==> src/rtl/vga_timing_gen.sv <==
// VGA raster timing generator: free-running pixel/line counters feeding the draw chain, with
// blank/sync delayed to line up with the colour the drawers return, all registered at the pins.
module vga_timing_gen #(
  parameter int unsigned H_ACTIVE    = 640,
  parameter int unsigned H_FP        = 16,
  parameter int unsigned H_SYNC      = 96,
  parameter int unsigned H_BP        = 48,
  parameter int unsigned V_ACTIVE    = 480,
  parameter int unsigned V_FP        = 10,
  parameter int unsigned V_SYNC      = 2,
  parameter int unsigned V_BP        = 33,
  parameter int unsigned RGB_LATENCY = 1
) (
  input  logic        clk,
  input  logic        reset,
  input  logic [7:0]  rgb_in,
  output logic [10:0] pixelX,
  output logic [10:0] pixelY,
  output logic        startOfFrame,
  output logic        endOfLine,
  output logic [3:0]  vga_r,
  output logic [3:0]  vga_g,
  output logic [3:0]  vga_b,
  output logic        vga_hs,
  output logic        vga_vs,
  output logic        vga_blankN
);

  localparam int unsigned H_TOTAL = H_ACTIVE + H_FP + H_SYNC + H_BP;
  localparam int unsigned V_TOTAL = V_ACTIVE + V_FP + V_SYNC + V_BP;

  localparam logic [10:0] HLast      = 11'(H_TOTAL - 1);
  localparam logic [10:0] VLast      = 11'(V_TOTAL - 1);
  localparam logic [10:0] HAct       = 11'(H_ACTIVE);
  localparam logic [10:0] VAct       = 11'(V_ACTIVE);
  localparam logic [10:0] HSyncStart = 11'(H_ACTIVE + H_FP);
  localparam logic [10:0] HSyncEnd   = 11'(H_ACTIVE + H_FP + H_SYNC);
  localparam logic [10:0] VSyncStart = 11'(V_ACTIVE + V_FP);
  localparam logic [10:0] VSyncEnd   = 11'(V_ACTIVE + V_FP + V_SYNC);

  // Timing bundle {active, hs, vs}; the idle value keeps both syncs deasserted.
  localparam logic [2:0] TimIdle = 3'b011;

  logic [10:0] hcnt_q, hcnt_d;
  logic [10:0] vcnt_q, vcnt_d;

  always_comb begin
    hcnt_d = hcnt_q + 11'd1;
    vcnt_d = vcnt_q;
    if (hcnt_q == HLast) begin
      hcnt_d = '0;
      vcnt_d = (vcnt_q == VLast) ? '0 : vcnt_q + 11'd1;
    end
  end

  always_ff @(posedge clk) begin
    if (reset) begin
      hcnt_q <= '0;
      vcnt_q <= '0;
    end else begin
      hcnt_q <= hcnt_d;
      vcnt_q <= vcnt_d;
    end
  end

  assign pixelX       = hcnt_q;
  assign pixelY       = vcnt_q;
  assign startOfFrame = (hcnt_q == '0) && (vcnt_q == '0);
  assign endOfLine    = (hcnt_q == HLast);

  logic [2:0] tim_raw;
  logic [2:0] tim_dly;

  always_comb begin
    tim_raw[2] = (hcnt_q < HAct) && (vcnt_q < VAct);
    tim_raw[1] = ~((hcnt_q >= HSyncStart) && (hcnt_q < HSyncEnd));
    tim_raw[0] = ~((vcnt_q >= VSyncStart) && (vcnt_q < VSyncEnd));
  end

  // Delay timing by the draw-chain latency so it meets the matching rgb_in.
  if (RGB_LATENCY == 0) begin : g_bypass
    assign tim_dly = tim_raw;
  end else begin : g_pipe
    logic [2:0] pipe_q [RGB_LATENCY];

    always_ff @(posedge clk) begin
      if (reset) begin
        for (int i = 0; i < int'(RGB_LATENCY); i++) begin
          pipe_q[i] <= TimIdle;
        end
      end else begin
        pipe_q[0] <= tim_raw;
        for (int i = 1; i < int'(RGB_LATENCY); i++) begin
          pipe_q[i] <= pipe_q[i-1];
        end
      end
    end

    assign tim_dly = pipe_q[RGB_LATENCY-1];
  end

  logic [3:0] r_q, g_q, b_q;
  logic       hs_q, vs_q, blank_n_q;

  always_ff @(posedge clk) begin
    if (reset) begin
      r_q       <= '0;
      g_q       <= '0;
      b_q       <= '0;
      hs_q      <= 1'b1;
      vs_q      <= 1'b1;
      blank_n_q <= 1'b0;
    end else begin
      r_q       <= tim_dly[2] ? {rgb_in[7:5], rgb_in[7]}   : 4'h0;
      g_q       <= tim_dly[2] ? {rgb_in[4:2], rgb_in[4]}   : 4'h0;
      b_q       <= tim_dly[2] ? {rgb_in[1:0], rgb_in[1:0]} : 4'h0;
      hs_q      <= tim_dly[1];
      vs_q      <= tim_dly[0];
      blank_n_q <= tim_dly[2];
    end
  end

  assign vga_r      = r_q;
  assign vga_g      = g_q;
  assign vga_b      = b_q;
  assign vga_hs     = hs_q;
  assign vga_vs     = vs_q;
  assign vga_blankN = blank_n_q;

endmodule

==> config.mk <==
export PLATFORM = sky130hd
export DESIGN_NAME = vga_timing_gen
export DESIGN_NICKNAME = d
export VERILOG_FILES = /design/src/rtl/vga_timing_gen.sv
export SDC_FILE = /design/constraint.sdc
export NUM_CORES = 1
export LEC_CHECK = 0
export ABC_AREA = 1
export BUFFER_PORTS_ARGS = -buffer_cell sky130_fd_sc_hd__buf_2
export CAP_MARGIN = 20
export CORE_MARGIN = 4
export CORE_UTILIZATION = 55
export CTS_CLUSTER_DIAMETER = 100
export DETAILED_ROUTE_END_ITERATION = 7
export PLACE_DENSITY = 0.8
export SYNTH_ARGS = -nofsm -noshare
export SYNTH_HDL_FRONTEND = slang
export SYNTH_SLANG_ARGS = --single-unit
==> constraint.sdc <==
create_clock -name clk -period 2.9 [get_ports clk]
set_input_delay 0.435 -clock clk [delete_from_list [all_inputs] [get_ports clk]]
set_output_delay 0.435 -clock clk [all_outputs]
set_load 0.005 [all_outputs]
## Word-level counts from Yosys, hierarchy flattened

Memories as Yosys holds them, arrays and structs flattened.
Index checks and enable logic that the tools add are counted.

- $add $sub $neg: 2
- $lt $le $gt $ge: 6
- Equal/unequal tests: 2
- Muxes and demuxes: 6
- Bitwise operators: 3
- Reductions and logical operators: 9

Operators with widths:

| cell | number |
|---|---|
| $add 11x1->11 const B | 2 |
| $eq 11x10->1 const B | 2 |
| $logic_not 11->1 | 2 |
| $lt 11x10->1 const B | 2 |
| $lt 11x9->1 const B | 2 |
| $ge 11x10->1 const B | 1 |
| $ge 11x9->1 const B | 1 |
| $mux 11 | 1 |
| $logic_and 1x1->1 | 4 |
| $mux 1 | 4 |
| $reduce_or 2->1 | 2 |
| $mux 3 | 1 |
| $not 1->1 | 3 |
| $reduce_or 3->1 | 1 |

- Bits in registers: 37
- RAM bits: 3
- Input bits: 10
- Output and inout port bits: 39
- Word-level logic and storage cells: 37
- Memories: 1

Memory list:

| memory | depth | bits a word | rd ports | clocked after Yosys merged registers in | wr ports | line | source |
|---|---|---|---|---|---|---|---|
| g_pipe.pipe_q | 1 | 3 | 1 | 0 | 1 | 84 | `logic [2:0] pipe_q [RGB_LATENCY];` |

## Depth between registers and ports, before layout

Gate-level depths: netlist of the first run.

- Word-level depth: 4
- Gate-level depth with buffers: 9
- Mapped depth without buffers: 9

## Worst setup path before layout of the first run

Ideal clock, no wire load.

- Path kind: reg2out
- Start point: register hcnt_q[0] (netlist: pixelX[0])
- End point: output port endOfLine
- Data arrival time: 1137 ps
- Required time: 2465 ps
- Path slack: 1328 ps
- Stages on the path, launching flop included: 7
- Buffers on the path: 1
- Cell sequence: dfxtp_1 ha_1 nand2_2 nor2_4 nand2_2 nor2_4 buf_8

- Word-level cells in the longest chain between the ends: 1

RTL lines:

| what | line | source |
|---|---|---|
| from (decl) | 44 | `logic [10:0] hcnt_q, hcnt_d;` |
| from (signal assigned) | 61 | `hcnt_q <= hcnt_d;` |
| $eq 11x10->1 | 69 | `assign endOfLine = (hcnt_q == HLast);` |
| to (decl) | 20 | `output logic endOfLine,` |

Every way passes these cells.

## Worst setup path in the final report of the first run

Ends and elaborated chain as after synthesis.

==> results of run 1 <==
-- power by group through the flow --
stage | Combinational [mW] | Sequential (mW) | Clock [mW]
2_1_floorplan | 0.0293 | 0.521 | 0
3_3_place_gp | 0.0512 | 0.520 | 0
3_5_place_dp | 0.0527 | 0.520 | 0
4_1_cts | 0.0526 | 0.509 | 0.358
5_1_grt | 0.0583 | 0.510 | 0.383
6_report | 0.0515 | 0.509 | 0.347
-- metrics by stage --
step / util, % / instance area, um2
2_1_floorplan: - / 1790
5_1_grt: 68.4 / 2110
6_report: 68.4 / 2110
4_1_cts: 68.4 / 2110
3_5_place_dp: 65.8 / 2030
3_3_place_gp: 65.8 / 2030
-- sequential cells by signal (all words and copies together), names as in the netlist --
| register | flops |
|---|---|
| vga_vs | 1 |
| vga_blankN | 1 |
| vga_g | 3 |
| vga_b | 2 |
| pixelX | 11 |
| g_pipe.pipe_q | 3 |
| pixelY | 11 |
| vga_hs | 1 |
| vga_r | 3 |
-- layer usage --
metal / GRT usage (%) / part of all wire (%)
met5: 0 / 0
met4: 8.97 / 1.3
met3: 5.03 / 11
met2: 32.1 / 46
met1: 25.5 / 42
-- cell type report --
class	instances	area, um2	area share, %
Sequential cell	36	721	34.2
Multi-Input combinational cell	163	848	40.3
Tap cell	44	55.1	2.61
Inverter	43	161	7.66
Clock buffer	5	37.5	1.78
Clock inverter	3	42.5	2.02
Timing Repair Buffer	48	240	11.4
-- kinds of logic (layout without fill, tap and decap cells) --
logic type      after synthesis  count (layout)  synth area share (%)
fa+ha+maj                     4               4                  2.80
buf+inv                      49              99                  12.2
simple gates                141             141                  39.2
compound gates               18              18                  5.46
flops                        36              36                  40.3
-- synthesized netlist by cell type, types with 2 or more instances --
cell     number
nand2_1      46
inv_1        39
dfxtp_1      36
nor2_1       33
nand3_1      25
a21oi_1      12
nor3_1        7
nand4_1       6
buf_4         4
ha_1          4
nand2_2       4
inv_2         3
nor2_2        3
nor2_4        3
nor4_1        3
o21ai_0       3
a21oi_2       2
nand3_2       2
or2_2         2
-- worst register-to-register path, cell delays in order, from the launching register on --
cell and delay (ns):
dfxtp_1 0.41, ha_1 0.20, nand2_2 0.08, nor2_4 0.14, nand4_1 0.19, nand2_2 0.29, nand2_2 0.17, nand2_1 0.10
nor2_1 0.04
-- how the worst max path moves through the flow --
stage	cells after the start	endpoint
after floorplan	6	endOfLine
after global routing	6	endOfLine
after detailed placement	6	endOfLine
after global placement	6	endOfLine
after CTS	6	endOfLine
final	6	endOfLine
==> impl_metrics.ini, run 1 <==
[grt]
antenna_found_initial = 0
grt-ovfl-total = 0
grt_pass1_wl_mm = 6.67
grt_pass1_vias = 1561
grt_max_degree = 15
track_usage_pct = 20.1

[floorplan]
die_y_um = 65.0
placement_rows = 20
io_pins = 49
die-width_um = 65.0
core_um2 = 3080
initial_core_util_pct = 58.0
dieArea_um2 = 4220

[hold_path]
worstHoldStart = rgb_in[7]
worstHoldEndpoint = vga_r[0]
hold_path_depth = 3
worstHoldPathType = primary input to flip-flop

[placed_design]
port_buffers = 48
dp_slack_ns = 1.09
dp_hpwl_mm = 2.95
dp_cells = 334
gp_congestion = 0.958

[timing]
hold_viol = 0
slew_headroom_pct = 65.2
worst_slack_ns = 0.710
hold_ws_ns = 0.287
fin_skew_ns = 0.00533
tightest_slew_ns = 0.519
post-route-period-util_pct = 75.5
fmax_mhz = 457
fin_crit_ns = 2.19
setup_tns_ns = 0
setup_violations = 0
rsz0062_at_grt = false
slew_viol_final = 0

[worst_setup_path]
crit_buf_inv = 1
cp_slowest_cell = dfxtp_1
ff2ff_setup_slack_ns = 1.20
cp.required_ns = 2.47
r2r_end = pixelY[9]
setup.worst_path.start = pixelX[0]
path_max_fanout = 14
path_class = flip-flop to output pin
r2r_start = pixelX[0]
start_kind = flip-flop
crit_family = simple AND/OR/NAND/NOR gates
cpPeakStageDelay_ns = 0.41
worstRegToRegCells = 8
cp.arrival_ns = 1.75
end_kind = output pin
cp_cell_sequence = ha_1, nand2_2, nor2_4, nand2_2, nor2_4, buf_2

[clock_tree]
clock_latency_ns = 0.34
post_cts_buffers = 0
cts-resized-gates = 0
clk_path_buf_depth = 2
cts.sinks = 36
clockRootBuffer = clkbuf_4
cts_tree = done
clk_pin_slew_ns = 0.11
cts_htree_levels = 2
cts_buffers = 5
ctsHoldBuffers = 0

[finish]
mostFrequentLayoutCell = buf_2
n_antenna_cell = 0
final_cells = 342
drive_gt1_share_pct = 26.5
syn_to_final_growth_pct = 17.9
final_cell_mix = buf_2, nand2_1, inv_1
nNetsFinal = 311
fillers = 280

[power_and_ir_drop]
internal_power_uw = 706
p_leak_nw = 1.02
p_comb_share_pct = 5.7
p_per_area_nw_per_um2 = 431
pwr-share-seq_pct = 56.1
vdd_drop_max_mv = 0.257
p_clk_share_pct = 38.3
power.total_uw = 907
p_sw_share_pct = 22.2
switchingPower_uw = 201

[synth]
ys_ff_latch = 36
ys_seq_area_share_pct = 40.3
ys_types = 30
synthCells = 248
yosysTopAreaCell = dfxtp_1
ys_warn_count = 0
synth_flop_cell = dfxtp_1
ys_async_sr_fraction_pct = 0
synth-edff-count = 0
synth_area_leaders = dfxtp_1, nand2_1, inv_1
synth.avg_cell_area_um2 = 7.20
syn_area_um2 = 1790
synth_nets = 262
yosysTopAreaCellShare_pct = 40.3

[detailed_routing]
routed-via-count = 1711
initialDrtViolationCount = 94
drc = 0
wl_per_cell_um = 11.4
first_pass_iters = 4
via_per_inst = 5.00
drt_wl_total_mm = 3.91
postRouteAntennaNets = 0

[run]
maxCapViolations = 0

[run_status]
status = completed
Note: power is estimated with default switching activity, not from simulation.
==> run 2: changes to the inputs <==
--- a/config.mk
+++ b/config.mk
@@ -5,14 +5,14 @@
 export SDC_FILE = /design/constraint.sdc
 export NUM_CORES = 1
 export LEC_CHECK = 0
-export ABC_AREA = 1
+export ABC_AREA = 0
 export BUFFER_PORTS_ARGS = -buffer_cell sky130_fd_sc_hd__buf_2
 export CAP_MARGIN = 20
 export CORE_MARGIN = 4
-export CORE_UTILIZATION = 55
+export CORE_UTILIZATION = 45
 export CTS_CLUSTER_DIAMETER = 100
 export DETAILED_ROUTE_END_ITERATION = 7
-export PLACE_DENSITY = 0.8
+export PLACE_DENSITY = 0.72
 export SYNTH_ARGS = -nofsm -noshare
 export SYNTH_HDL_FRONTEND = slang
 export SYNTH_SLANG_ARGS = --single-unit
==> constraint.sdc (replaced) <==
create_clock -name clk -period 2 [get_ports clk]
set_input_delay 0.3 -clock clk [delete_from_list [all_inputs] [get_ports clk]]
set_output_delay 0.3 -clock clk [all_outputs]
set_load 0.005 [all_outputs]
==> run 2 against run 1 <==
  * The run now ends with setup timing left
  * Die area rose by 4.8%
  * Power increased by 46%
  * Register-to-register slack got worse by 1.4 ns
  * First-iteration DRC count decreased by 40%
  * Combinational power is 62% higher
  * Clock skew about the same
  * Count of clock-buffer cells in the layout did not move
  * Sequential share of layout area shrank 0.85 points
  * Wire length rose by 6.3%
  * Final area increased by 2.9%
  * Critical path depth down 1
  * Final cell count is 15% lower
==> impl_metrics.ini, run 2 <==
[floorplan]
initial_core_util_pct = 48.9
io_pins = 49
placement_rows = 20
dieArea_um2 = 4430
core_um2 = 3150
die_y_um = 66.6
die-width_um = 66.6

[synth]
yosysTopAreaCell = dfxtp_1
ys_ff_latch = 36
ys_top_cells_by_count = dfxtp_1, nand3_1, nor3_1
ys_warn_count = 0
synth_area_leaders = dfxtp_1, xnor2_1, nand3_1
synth-edff-count = 0
post-synth-top-count-cell = dfxtp_1
ys_types = 33
syn_area_um2 = 1540
synth_nets = 187
synthCells = 173
synth_flop_cell = dfxtp_1
yosysTopAreaCellShare_pct = 46.7
ys_async_sr_fraction_pct = 0
ys_seq_area_share_pct = 46.7
synth.avg_cell_area_um2 = 8.92

[clock_tree]
clock_latency_ns = 0.34
clockRootBuffer = clkbuf_4
cts_htree_levels = 2
clk_path_buf_depth = 2
cts_tree = done
cts.sinks = 36
clk_pin_slew_ns = 0.11
cts_buffers = 5

[run]
maxCapViolations = 0

[hold_path]
hold_path_depth = 2
worstHoldPathType = primary input to flip-flop
worstHoldEndpoint = vga_r[1]
worstHoldStart = rgb_in[5]

[grt]
grt-ovfl-total = 0
antenna_found_initial = 0
grt_max_degree = 22
grt_pass1_wl_mm = 6.42
grt_pass1_vias = 1459
track_usage_pct = 18.9

[finish]
mostFrequentLayoutCell = buf_2
final_cell_mix = buf_2, dfxtp_1, buf_4
syn_to_final_growth_pct = 40.5
utilization_pct = 68.7
drive_gt1_share_pct = 41.3
final_design_area_no_fill_um2 = 2170
final_cells = 291
n_antenna_cell = 0
nNetsFinal = 260

[timing]
rsz0062_at_grt = true
slew_viol_final = 0
post-route-period-util_pct = 108
fin_skew_ns = 0.00552
hold_ws_ns = 0.151
worst_slack_ns = -0.157
tightest_slew_ns = 0.424
setup_violations = 4
hold_viol = 0
slew_headroom_pct = 71.6
fmax_mhz = 464
fin_crit_ns = 2.16

[worst_setup_path]
crit_family = simple AND/OR/NAND/NOR gates
path_class = flip-flop to flip-flop
cpPeakStageDelay_ns = 0.54
r2r_end = pixelY[10]
cpMostUsedCell = or4_4
path_max_fanout = 3
cp_slowest_cell = or4_4
worstRegToRegCells = 5
start_kind = flip-flop
r2r_start = pixelX[10]
ff2ff_setup_slack_ns = -0.16
end_kind = flip-flop
crit_buf_inv = 1
cp.required_ns = 2.28
cp_cell_sequence = or4_4, buf_4, or4_4, or4_1, a21oi_1
cp.arrival_ns = 2.44

[detailed_routing]
first_pass_iters = 4
routed-via-count = 1552
initialDrtViolationCount = 56
wl_per_cell_um = 14.3
via_per_inst = 5.33
postRouteAntennaNets = 0
drt_wl_total_mm = 4.16
drc = 0

[power_and_ir_drop]
power.total_mw = 1.32
p_leak_nw = 0.931
vdd_drop_max_mv = 0.500
p_per_area_nw_per_um2 = 610

[run_status]
violations = setup timing
status = finished with violations

[placed_design]
port_buffers = 48
placed_area_um2 = 1960
dp_hpwl_mm = 3.00
gp_congestion = 0.858
dp_cells = 277
==> run 2: layer usage <==
metal	vias up	GRT usage, %	share of wire (%)
met5	-	0	0
met4	0	7.36	2.9
met3	17	4.55	8.0
met2	76	32.9	49
met1	712	22.1	40
li1	747	-	-
==> run 2: how the worst max path moves through the flow <==
stage	start	end	slack (ns)	cells past startpoint
floorplan	pixelX[10]	pixelY[10]	-0.07	5
global placement	pixelX[10]	pixelY[9]	-0.03	4
detailed placement	pixelX[10]	pixelY[9]	-0.06	4
CTS	pixelX[10]	startOfFrame	-0.15	5
global route	pixelX[10]	startOfFrame	-0.18	5
finish	pixelX[10]	pixelY[10]	-0.16	5
==> run 2: stage by stage <==
step	worst slack, ns	setup TNS, ns
2_1_floorplan	-0.0678	-0.163
3_3_place_gp	-0.0344	-0.130
3_5_place_dp	-0.0635	-0.280
4_1_cts	-0.147	-0.305
5_1_grt	-0.181	-0.629
6_report	-0.157	-0.469
==> run 2: what timing repair did <==
item | in CTS | in global routing
hold endpoints to repair | 0 | 0
hold buffers | 0 | 0
pin swaps | 1 | 4
resized for setup | 5 | 12
buffers inserted | 2 | 4
endpoints found under the setup margin | 11 | 10
==> run 2: cell type report <==
type | count | area [um2]
Sequential cell | 36 | 723
Clock inverter | 3 | 42.5
Multi-Input combinational cell | 119 | 812
Fill cell | 275 | 986
Timing Repair Buffer | 76 | 464
Inverter | 8 | 32.5
Clock buffer | 5 | 37.5
Tap cell | 44 | 55.1
==> run 2: cell families (layout without fill, tap and decap cells) <==
| kind of cell | Yosys count | count (layout) | synth area share, % |
|---|---|---|---|
| compound gates | 16 | 16 | 5.92 |
| xor+xnor | 12 | 12 | 6.81 |
| fa+ha+maj | 4 | 4 | 3.24 |
| buf+inv | 18 | 92 | 5.60 |
| flops | 36 | 36 | 46.7 |
| simple gates | 87 | 87 | 31.7 |
==> run 2: power by group <==
part | switching [mW] | internal, mW
logic | 0.0397 | 0.0437
clock network | 0.243 | 0.260
registers | 0.00504 | 0.730
==> run 2: worst reg2reg max path, cell delays in order, from the launching register on <==
cell and delay [ns]:
dfxtp_2 0.33, or4_4 0.54, buf_4 0.16, or4_4 0.50
or4_1 0.42, a21oi_1 0.14
